## config.mk

```make
export PLATFORM = sky130hd
export DESIGN_NAME = main_core_arbiter
export DESIGN_NICKNAME = d
export VERILOG_FILES = /design/src/rtl/main_core_arbiter.sv
export SDC_FILE = /design/constraint.sdc
export NUM_CORES = 1
export LEC_CHECK = 0
export CAP_MARGIN = 20
export CELL_PAD_IN_SITES_DETAIL_PLACEMENT = 1
export CELL_PAD_IN_SITES_GLOBAL_PLACEMENT = 2
export CORE_ASPECT_RATIO = 1.75
export CORE_MARGIN = 2
export CORE_UTILIZATION = 10
export DETAILED_ROUTE_END_ITERATION = 16
export GPL_ROUTABILITY_DRIVEN = 0
export PLACE_DENSITY_LB_ADDON = 0.05
export SLEW_MARGIN = 5
export SYNTH_ARGS = -nofsm -noshare
export SYNTH_HDL_FRONTEND = slang
export SYNTH_HIERARCHICAL = 1
export SYNTH_SLANG_ARGS = --single-unit
```

## constraint.sdc

```tcl
create_clock -name clk -period 3.05 [get_ports clk]
set_input_delay 0.305 -clock clk [delete_from_list [all_inputs] [get_ports clk]]
set_output_delay 0.305 -clock clk [all_outputs]
set_load 0.02 [all_outputs]
```

## src/rtl/main_core_arbiter.sv

```systemverilog
// main_core_arbiter
//   Shares one main_core_serialCmd between two requesters (c0, c1). A requester
//   raises req, waits for gnt, then drives the core through a zero-latency,
//   gnt-gated passthrough. Arbitration is round-robin and only happens at
//   transaction boundaries (IDLE). A watchdog revokes a grant that has stalled
//   for TIMEOUT cycles and blocks that requester until it drops req.
//
// Ports
//   clk, rst                 clock / async active-low reset
//   cX_req / cX_gnt          request / registered grant, X in {0,1}
//   cX_cmd, cX_cmd_hasAny    command stream from requester X
//   cX_cmd_consume           core accepted the command (gated by gnt)
//   cX_in, cX_in_isReady     input stream from requester X
//   cX_in_canReceive         core can accept input (gated by gnt)
//   cX_out                   core_out, broadcast to both requesters
//   cX_out_isReady           core output valid (gated by gnt)
//   cX_out_canReceive        requester X can take the output word
//   core_*                   core-side streams; driven from the granted
//                            requester, otherwise 0
//   timeout                  one-cycle pulse when the watchdog revokes a grant

// Per-requester handshake gating and fire detection.
module main_core_arbiter_port (
  input  logic gnt,
  input  logic cmd_hasAny,
  input  logic in_isReady,
  input  logic out_canReceive,
  input  logic core_cmd_consume,
  input  logic core_in_canReceive,
  input  logic core_out_isReady,
  output logic cmd_consume,
  output logic in_canReceive,
  output logic out_isReady,
  output logic fire
);
  assign cmd_consume   = gnt & core_cmd_consume;
  assign in_canReceive = gnt & core_in_canReceive;
  assign out_isReady   = gnt & core_out_isReady;
  // Any completed handshake of the owning requester counts as progress.
  assign fire = (cmd_hasAny & cmd_consume) | (in_isReady & in_canReceive) |
                (out_canReceive & out_isReady);
endmodule

module main_core_arbiter #(
  parameter int CMD_W   = 8,
  parameter int DATA_W  = 64,
  parameter int TIMEOUT = 1024
) (
  input  logic              clk,
  input  logic              rst,
  // requester 0
  input  logic              c0_req,
  output logic              c0_gnt,
  input  logic [CMD_W-1:0]  c0_cmd,
  input  logic              c0_cmd_hasAny,
  output logic              c0_cmd_consume,
  input  logic [DATA_W-1:0] c0_in,
  input  logic              c0_in_isReady,
  output logic              c0_in_canReceive,
  output logic [DATA_W-1:0] c0_out,
  output logic              c0_out_isReady,
  input  logic              c0_out_canReceive,
  // requester 1
  input  logic              c1_req,
  output logic              c1_gnt,
  input  logic [CMD_W-1:0]  c1_cmd,
  input  logic              c1_cmd_hasAny,
  output logic              c1_cmd_consume,
  input  logic [DATA_W-1:0] c1_in,
  input  logic              c1_in_isReady,
  output logic              c1_in_canReceive,
  output logic [DATA_W-1:0] c1_out,
  output logic              c1_out_isReady,
  input  logic              c1_out_canReceive,
  // core
  output logic [CMD_W-1:0]  core_cmd,
  output logic              core_cmd_hasAny,
  input  logic              core_cmd_consume,
  output logic [DATA_W-1:0] core_in,
  output logic              core_in_isReady,
  input  logic              core_in_canReceive,
  input  logic [DATA_W-1:0] core_out,
  input  logic              core_out_isReady,
  output logic              core_out_canReceive,
  output logic              timeout
);
  localparam int NREQ = 2;
  localparam bit WD_EN = (TIMEOUT > 0);
  // A zero-width counter is illegal, so a disabled watchdog keeps one dead bit.
  localparam int WDW = (TIMEOUT > 0) ? $clog2(TIMEOUT + 1) : 1;
  localparam logic [WDW-1:0] WD_LAST = WDW'((TIMEOUT > 0) ? TIMEOUT - 1 : 0);
  localparam logic [WDW-1:0] WD_MAX  = WDW'(TIMEOUT);

  typedef enum logic [1:0] {IDLE, GRANT0, GRANT1, DRAIN} state_t;

  state_t state, nxt;
  logic   last;                    // last requester that held the core
  logic [WDW-1:0] wdog;
  logic   expire;

  logic [NREQ-1:0] req, blk, elig, gnt, fire;
  logic [NREQ-1:0] has_any, in_rdy, out_crcv;
  logic [NREQ-1:0] cmd_consume, in_canReceive, out_isReady;
  logic [NREQ-1:0][CMD_W-1:0]  cmd;
  logic [NREQ-1:0][DATA_W-1:0] din;

  assign req      = {c1_req, c0_req};
  assign has_any  = {c1_cmd_hasAny, c0_cmd_hasAny};
  assign in_rdy   = {c1_in_isReady, c0_in_isReady};
  assign out_crcv = {c1_out_canReceive, c0_out_canReceive};
  assign cmd      = {c1_cmd, c0_cmd};
  assign din      = {c1_in, c0_in};
  assign elig     = req & ~blk;

  generate
    for (genvar i = 0; i < NREQ; i++) begin : g_port
      main_core_arbiter_port u_port (
        .gnt               (gnt[i]),
        .cmd_hasAny        (has_any[i]),
        .in_isReady        (in_rdy[i]),
        .out_canReceive    (out_crcv[i]),
        .core_cmd_consume  (core_cmd_consume),
        .core_in_canReceive(core_in_canReceive),
        .core_out_isReady  (core_out_isReady),
        .cmd_consume       (cmd_consume[i]),
        .in_canReceive     (in_canReceive[i]),
        .out_isReady       (out_isReady[i]),
        .fire              (fire[i])
      );
    end
  endgenerate

  // Watchdog fires only on a cycle with no progress at all.
  assign expire = WD_EN && (|gnt) && !(|fire) && (wdog == WD_LAST);

  // State register
  always_ff @(posedge clk or negedge rst) begin
    if (!rst) state <= IDLE;
    else      state <= nxt;
  end

  // Next state
  always_comb begin
    nxt = state;
    case (state)
      // last==1 means c1 went last, so c0 wins a tie.
      IDLE: begin
        if (elig[0] && (!elig[1] || last)) nxt = GRANT0;
        else if (elig[1])                  nxt = GRANT1;
      end
      GRANT0:  if (!req[0] || expire) nxt = DRAIN;
      GRANT1:  if (!req[1] || expire) nxt = DRAIN;
      default: nxt = IDLE;
    endcase
  end

  // Outputs: grant decode and gnt-gated passthrough to the core.
  always_comb begin
    gnt                 = {state == GRANT1, state == GRANT0};
    core_cmd            = '0;
    core_cmd_hasAny     = 1'b0;
    core_in             = '0;
    core_in_isReady     = 1'b0;
    core_out_canReceive = 1'b0;
    for (int i = 0; i < NREQ; i++) begin
      if (gnt[i]) begin
        core_cmd            = cmd[i];
        core_cmd_hasAny     = has_any[i];
        core_in             = din[i];
        core_in_isReady     = in_rdy[i];
        core_out_canReceive = out_crcv[i];
      end
    end
  end

  // Round-robin pointer, watchdog, block flags, timeout pulse.
  always_ff @(posedge clk or negedge rst) begin
    if (!rst) begin
      last    <= 1'b1;
      wdog    <= '0;
      blk     <= '0;
      timeout <= 1'b0;
    end else begin
      timeout <= expire;
      if (state == GRANT0 && nxt == DRAIN)      last <= 1'b0;
      else if (state == GRANT1 && nxt == DRAIN) last <= 1'b1;
      // Cleared on a fresh grant or any progress; saturates so it never wraps.
      if (!WD_EN || (state == IDLE && nxt != IDLE) || (|fire)) wdog <= '0;
      else if (wdog != WD_MAX)                                 wdog <= wdog + 1'b1;
      // Dropping req always unblocks, even if it coincides with expiry.
      for (int i = 0; i < NREQ; i++) begin
        if (!req[i])                blk[i] <= 1'b0;
        else if (expire && gnt[i])  blk[i] <= 1'b1;
      end
    end
  end

  assign c0_gnt           = gnt[0];
  assign c1_gnt           = gnt[1];
  assign c0_cmd_consume   = cmd_consume[0];
  assign c1_cmd_consume   = cmd_consume[1];
  assign c0_in_canReceive = in_canReceive[0];
  assign c1_in_canReceive = in_canReceive[1];
  assign c0_out_isReady   = out_isReady[0];
  assign c1_out_isReady   = out_isReady[1];
  assign c0_out           = core_out;
  assign c1_out           = core_out;

endmodule
```

==> flow_summary.yaml, run 1 <==
clock_tree:
  cts_tree: "yes"
  h-tree-depth: 1
  clk_latency_ns: 0.25
  cts.sinks: 17
  postCtsHoldBufs: 0
  clock_path_buffers: 2
  root_buffer: "clkbuf_16"
  cts_buffers: 3
  clkSlewWorstSetupHoldPaths_ns: 0.05
power_and_ir_drop:
  power_per_cell_area_nw_per_um2: 810
  p_switching_mw: 1.85
  power.total_mw: 3.88
  switching_share_pct: 47.6
  sequentialPowerShare_pct: 8.3
  intPower_mw: 2.03
  cellLeakagePower_nw: 1.76
  ir_drop_uv: 263
  p_clk_share_pct: 7.0
  power_frac_comb_pct: 84.7
synth:
  syn-instance-count: 336
  synth_edf_count: 0
  synth_top_area_share_pct: 34.5
  yosysTopAreaCell: "buf_4"
  avgSynthCellArea_um2: 8.28
  ys.flop_type: "dfrtp_1"
  synth_nets: 565
  async_reset_ff_share_pct: 100
  synth_warnings: 6
  ys_top_cells_by_area: "buf_4, a22o_1, dfrtp_1"
  yosysSeqAreaShare_pct: 15.3
  ys_types: 38
  syn_area_um2: 2780
  synth_seq_cells: 17
timing:
  tightest_slew_ns: 0.918
  final.setup.tns_ns: 0
  finalSetupViolations: 0
  hold_viol: 0
  relSlewSlack_pct: 38.6
  whs_ns: 0.497
  fmax_ghz: 0.353
  fin_crit_sh_pct: 93.0
  fin_worst_skew_ns: 0.00378
  slew_viol_final: 0
  fin_crit_ns: 2.84
  rsz0062_at_grt: "false"
setup_path:
  crit_path_max_incr_delay_ns: 0.63
  worstSetupStartpointType: "register"
  end_kind: "primary output"
  critPathSlowestCell: "clkdlybuf4s50_1"
  cp-startpoint: "state[0]"
  required_ns: 2.74
  arrival_ns: 2.53
  criticalPathCategory: "register to primary output"
  r2r_cells: 11
  reg2reg_to: "wdog[1]"
  endpoint: "core_in[51]"
  r2r_setup_slack_ns: 0.50
  path_max_fanout: 28
  timing.rr.start: "state[0]"
  crit_path_cell_trace: "inv_1 > ha_4 > buf_4 > a22o_1 > clkdlybuf4s50_1"
cells_and_area:
  fillCellCount: 3202
  fin_nets: 671
  syn_to_final_growth_pct: 72.1
  n_antenna_cell: 0
  multi_input_area_um2: 1310
  seqCellArea_um2: 427
  post-route-util_pct: 17.5
  layout-drive-gt1-share_pct: 6.58
global_routing:
  grt_use_total_pct: 11.2
  grt_pass1_vias: 2959
  antenna_found_initial: 3
  grt_pass1_wl_mm: 23.1
  grt_max_degree: 41
  overflow: 0
floorplanning:
  die_w_um: 130
  num_io_pins: 433
  dieArea_um2: 29200
  fp-row-count: 80
  core_area_um2: 27300
  start_util_pct: 10.2
  die_y_um: 225
route:
  dr.pass1.iters: 3
  vias: 2810
  drcViolationCount: 0
  via_per_inst: 3.47
  ant_nets: 0
  dr.first_iter.drc_count: 58
  wl_per_cell_um: 21.8
  wirelength_mm: 17.7
placed_design:
  dpl.hpwl_mm: 15.0
  port-buffer-count: 240
run:
  cap_violations: 0
min_path:
  hp-class: "register to register"
  min_from: "blk[1]"
status:
  status: "finished, final reports clean"
power by group through the flow:
| stage | Sequential (mW) | Combinational (mW) | Clock [mW] |
|---|---|---|---|
| CTS | 0.323 | 3.30 | 0.290 |
| detailed placement | 0.327 | 3.29 | 0 |
| floorplan | 0.310 | 1.95 | 0 |
| finish | 0.323 | 3.28 | 0.272 |
| global route | 0.333 | 3.50 | 0.298 |
| global placement | 0.328 | 3.32 | 0 |
layout by cell type, fill, tap and decap left out, drive strengths merged, types with 2 or more instances in the layout:
cell type | synthesis | routed
nand3 | 13 | 13
nor2 | 17 | 17
buf | 134 | 8
nand2 | 6 | 6
clkbuf | 12 | 3
nand4b | 2 | 2
and4 | 3 | 3
o21a | 3 | 3
nor2b | 2 | 2
and2 | 7 | 7
o21ai | 3 | 3
clkdlybuf4s50 | 0 | 239
nor4b | 2 | 2
inv | 6 | 6
a22o | 75 | 75
dfrtp | 16 | 16
ha | 8 | 8
xnor2 | 2 | 2
nand2b | 3 | 3
a21oi | 5 | 5
xor2 | 7 | 7
worst min-delay path by stage:
stage,end,slack (ns),depth (start not counted)
floorplan,blk[0],0.009,0
global placement,blk[1],0.49,1
detailed placement,blk[1],0.49,1
CTS,blk[1],0.50,1
global route,last,0.54,2
finish,blk[1],0.50,1
kinds of logic (layout without fill, tap and decap cells):
kind of cell               after synthesis  count (layout)  synth area share [%]
DFF                                     17              17                  15.3
xor gates and xnor gates                 9               9                  2.83
muxes                                    1               1                 0.405
and+or+nand+nor                         58              58                  11.8
buffers and inverters                  152             257                  38.4
AOI/OAI and AO/OA                       91              91                  27.7
adders and majority gates                8               8                  3.60
cell type report:
class	count	area share, %
clock buffers	3	1.57
clock inverters	1	0.104
inverters	6	0.470
multi-input cells	167	27.4
flip-flops and latches	17	8.91
well taps	369	9.64
repair buffers	247	52.0
synthesized netlist by cell type, types with 2 or more instances:
cell type	instances
a21oi_1	5
a22o_1	75
and2_2	6
and4_1	2
buf_1	5
buf_4	128
clkbuf_1	11
dfrtp_1	16
ha_1	8
inv_1	6
nand2_1	6
nand2b_1	2
nand3_1	13
nand4b_1	2
nor2_1	16
nor2b_1	2
nor4b_1	2
o21a_1	3
o21ai_0	2
xnor2_1	2
xor2_1	7
worst max-delay path, delay by kind of cell, from the launching register on:
kind | cells | cell delay (ns)
flops | 1 | 0.42
fa+ha+maj | 1 | 0.38
buf+inv | 3 | 1.20
compound gates | 1 | 0.27
per-stage QoR:
step | std cells | setup WS, ns | area [um^2]
after floorplan | 336 | 0.740 | 2780
after global placement | 805 | 0.283 | 4680
after detailed placement | 805 | 0.255 | 4680
after CTS | 809 | 0.00899 | 4760
after global routing | 810 | 0.0742 | 4790
final | 810 | 0.215 | 4790
routing by layer:
metal / share of wire [%] / wire length, um / GRT usage (%)
met5: 0.26 / 46 / 0
met4: 2.6 / 463 / 3.68
met3: 11 / 1950 / 4.33
met2: 57 / 10100 / 22.9
met1: 29 / 5140 / 9.34
flip-flops by register name (all words and copies together) (netlist names):
name / flops
last: 1
wdog: 11
timeout: 1
blk: 2
state: 2
what timing repair did:
item	in CTS	in global routing
endpoints found under the setup margin	6	27
gates resized for setup	1	1
pin swaps	0	1
setup buffers	0	1
gates cloned	0	0
Note: power is estimated with default switching activity, not from simulation.
==> inputs of run 2 (changes only) <==
==> constraint.sdc (replaced) <==
create_clock -name clk -period 3.05 [get_ports clk]
set_input_delay 0.4575 -clock clk [delete_from_list [all_inputs] [get_ports clk]]
set_output_delay 0.4575 -clock clk [all_outputs]
set_load 0.02 [all_outputs]
==> run 2 against run 1 <==
Net effect: first-iteration DRC count rose by 81%; via count barely moved; critical path depth rose by 1; setup slack got worse by 0.060 ns; sequential power barely moved; non-clock buffer count did not move; maximum frequency fell by 2.1%; critical path type unchanged; largest cell class unchanged.
==> flow_summary.yaml, run 2 (synthesis results as in run 1) <==
placed_design:
  port-buffer-count: 240
  dpl.hpwl_mm: 15.1
  place_area_um2: 4680
  dp_slack_ns: 0.245
  place_inst: 805
power_and_ir_drop:
  power.total_mw: 3.87
  ir_drop_uv: 193
  cellLeakagePower_nw: 1.96
  power_per_cell_area_nw_per_um2: 803
floorplanning:
  dieArea_um2: 29200
  die_y_um: 225
  core_area_um2: 27300
  die_w_um: 130
  fp-row-count: 80
  start_util_pct: 10.2
  num_io_pins: 433
timing:
  hold_viol: 0
  fmax_ghz: 0.345
  slew_viol_final: 0
  fin_crit_sh_pct: 94.9
  fin_crit_ns: 2.90
  fin_worst_skew_ns: 0.00408
  tightest_slew_ns: 0.964
  relSlewSlack_pct: 35.5
  rsz0062_at_grt: "false"
  fin_ws_ns: 0.155
  finalSetupViolations: 0
  final.setup.tns_ns: 0
status:
  status: "finished, final reports clean"
run:
  cap_violations: 0
cells_and_area:
  seqCellArea_um2: 427
  syn_to_final_growth_pct: 73.3
  layout-drive-gt1-share_pct: 6.35
  layout_commonest_cell: "clkdlybuf4s50_1"
  multi_input_area_um2: 1310
  reg_top3: "wdog x11, blk x2, state x2"
  largest_reg_flops: 11
  instances_no_fill: 811
  finalInstanceArea_um2: 4820
  final_cell_mix: "clkdlybuf4s50_1, a22o_1, nor2_1, dfrtp_1, dlymetal6s2s_1"
  largest-register: "wdog"
  fin_nets: 671
  fillCellCount: 3193
setup_path:
  worstSetupStartpointType: "register"
  required_ns: 2.59
  criticalPathCategory: "register to primary output"
  crit_path_cell_trace: "inv_1 > ha_2 > nor2b_4 > clkbuf_16 > a22o_1 > clkdlybuf4s50_1"
  path_max_fanout: 38
  arrival_ns: 2.44
  critPathSlowestCell: "clkdlybuf4s50_1"
  crit_path_max_incr_delay_ns: 0.62
  end_kind: "primary output"
global_routing:
  grt_use_total_pct: 11.5
  overflow: 0
  grtUsageMet2_pct: 23.4
  busiest_layer: "met2"
  grtUsageMet3_pct: 4.59
  grt_pass1_wl_mm: 23.9
  grt_max_degree: 76
  grt_pass1_vias: 3118
  grtUsageMet1_pct: 9.71
  antenna_found_initial: 3
clock_tree:
  clk_latency_ns: 0.25
  cts.sinks: 17
  cts_resized: 0
  clock_path_buffers: 2
  clkSlewWorstSetupHoldPaths_ns: 0.05
  h-tree-depth: 1
  cts_tree: "yes"
  cts_buffers: 3
  postCtsHoldBufs: 0
  postCtsSetupRepairBufs: 0
  root_buffer: "clkbuf_16"
route:
  dr.pass1.iters: 4
  drcViolationCount: 0
  dr.first_iter.drc_count: 105
  wirelength_mm: 18.1
  vias: 2808
  wl_per_cell_um: 22.4
  via_per_inst: 3.46
  ant_nets: 0
min_path:
  hp-class: "register to register"
-- run 2: per-stage QoR --
stage	util (%)	hold slack (ns)
2_1_floorplan	-	0.162
3_3_place_gp	17.1	0.476
3_5_place_dp	17.1	0.481
4_1_cts	17.4	0.494
5_1_grt	17.6	0.520
6_report	17.6	0.488
-- run 2: critical path: cells and delay by family, from the launching register on --
| family | cells | cell delay (ns) |
|---|---|---|
| AO/OA/AOI/OAI | 1 | 0.20 |
| AND/OR/NAND/NOR | 1 | 0.22 |
| adder cells (fa/ha/maj) | 1 | 0.24 |
| buffers and inverters | 3 | 1.06 |
| flip-flops | 1 | 0.44 |
-- run 2: layout make-up --
| cell class | instances | area share [%] |
|---|---|---|
| Timing Repair Buffer | 247 | 52.3 |
| Antenna cell | 1 | 0.0519 |
| Tap cell | 369 | 9.57 |
| Multi-Input combinational cell | 167 | 27.2 |
| Inverter | 6 | 0.467 |
| Sequential cell | 17 | 8.85 |
| Clock buffer | 4 | 1.63 |
-- run 2: layer usage --
layer	vias to the layer above	wire length (um)
met3	38	2070
met1	1304	5310
met4	4	490
met2	186	10200
met5	-	33
li1	1276	-
-- run 2: final timing paths --
kind,from,to,slack (ns),cells after the start
min in group asynchronous,rst,blk[1],0.74,1
max in group asynchronous,rst,wdog[3],1.72,1
min,blk[1],blk[1],0.49,1
max,state[1],core_out_canReceive,0.15,6
min reg2reg,blk[1],blk[1],0.49,1
max reg2reg,state[0],wdog[8],0.46,10
-- run 2: power by group --
part | total, mW | internal [mW] | leakage, nW | switching, mW
logic | 3.27 | 1.56 | 1.70 | 1.71
registers | 0.324 | 0.272 | 0.228 | 0.0520
clock network | 0.278 | 0.178 | 0.0382 | 0.0994
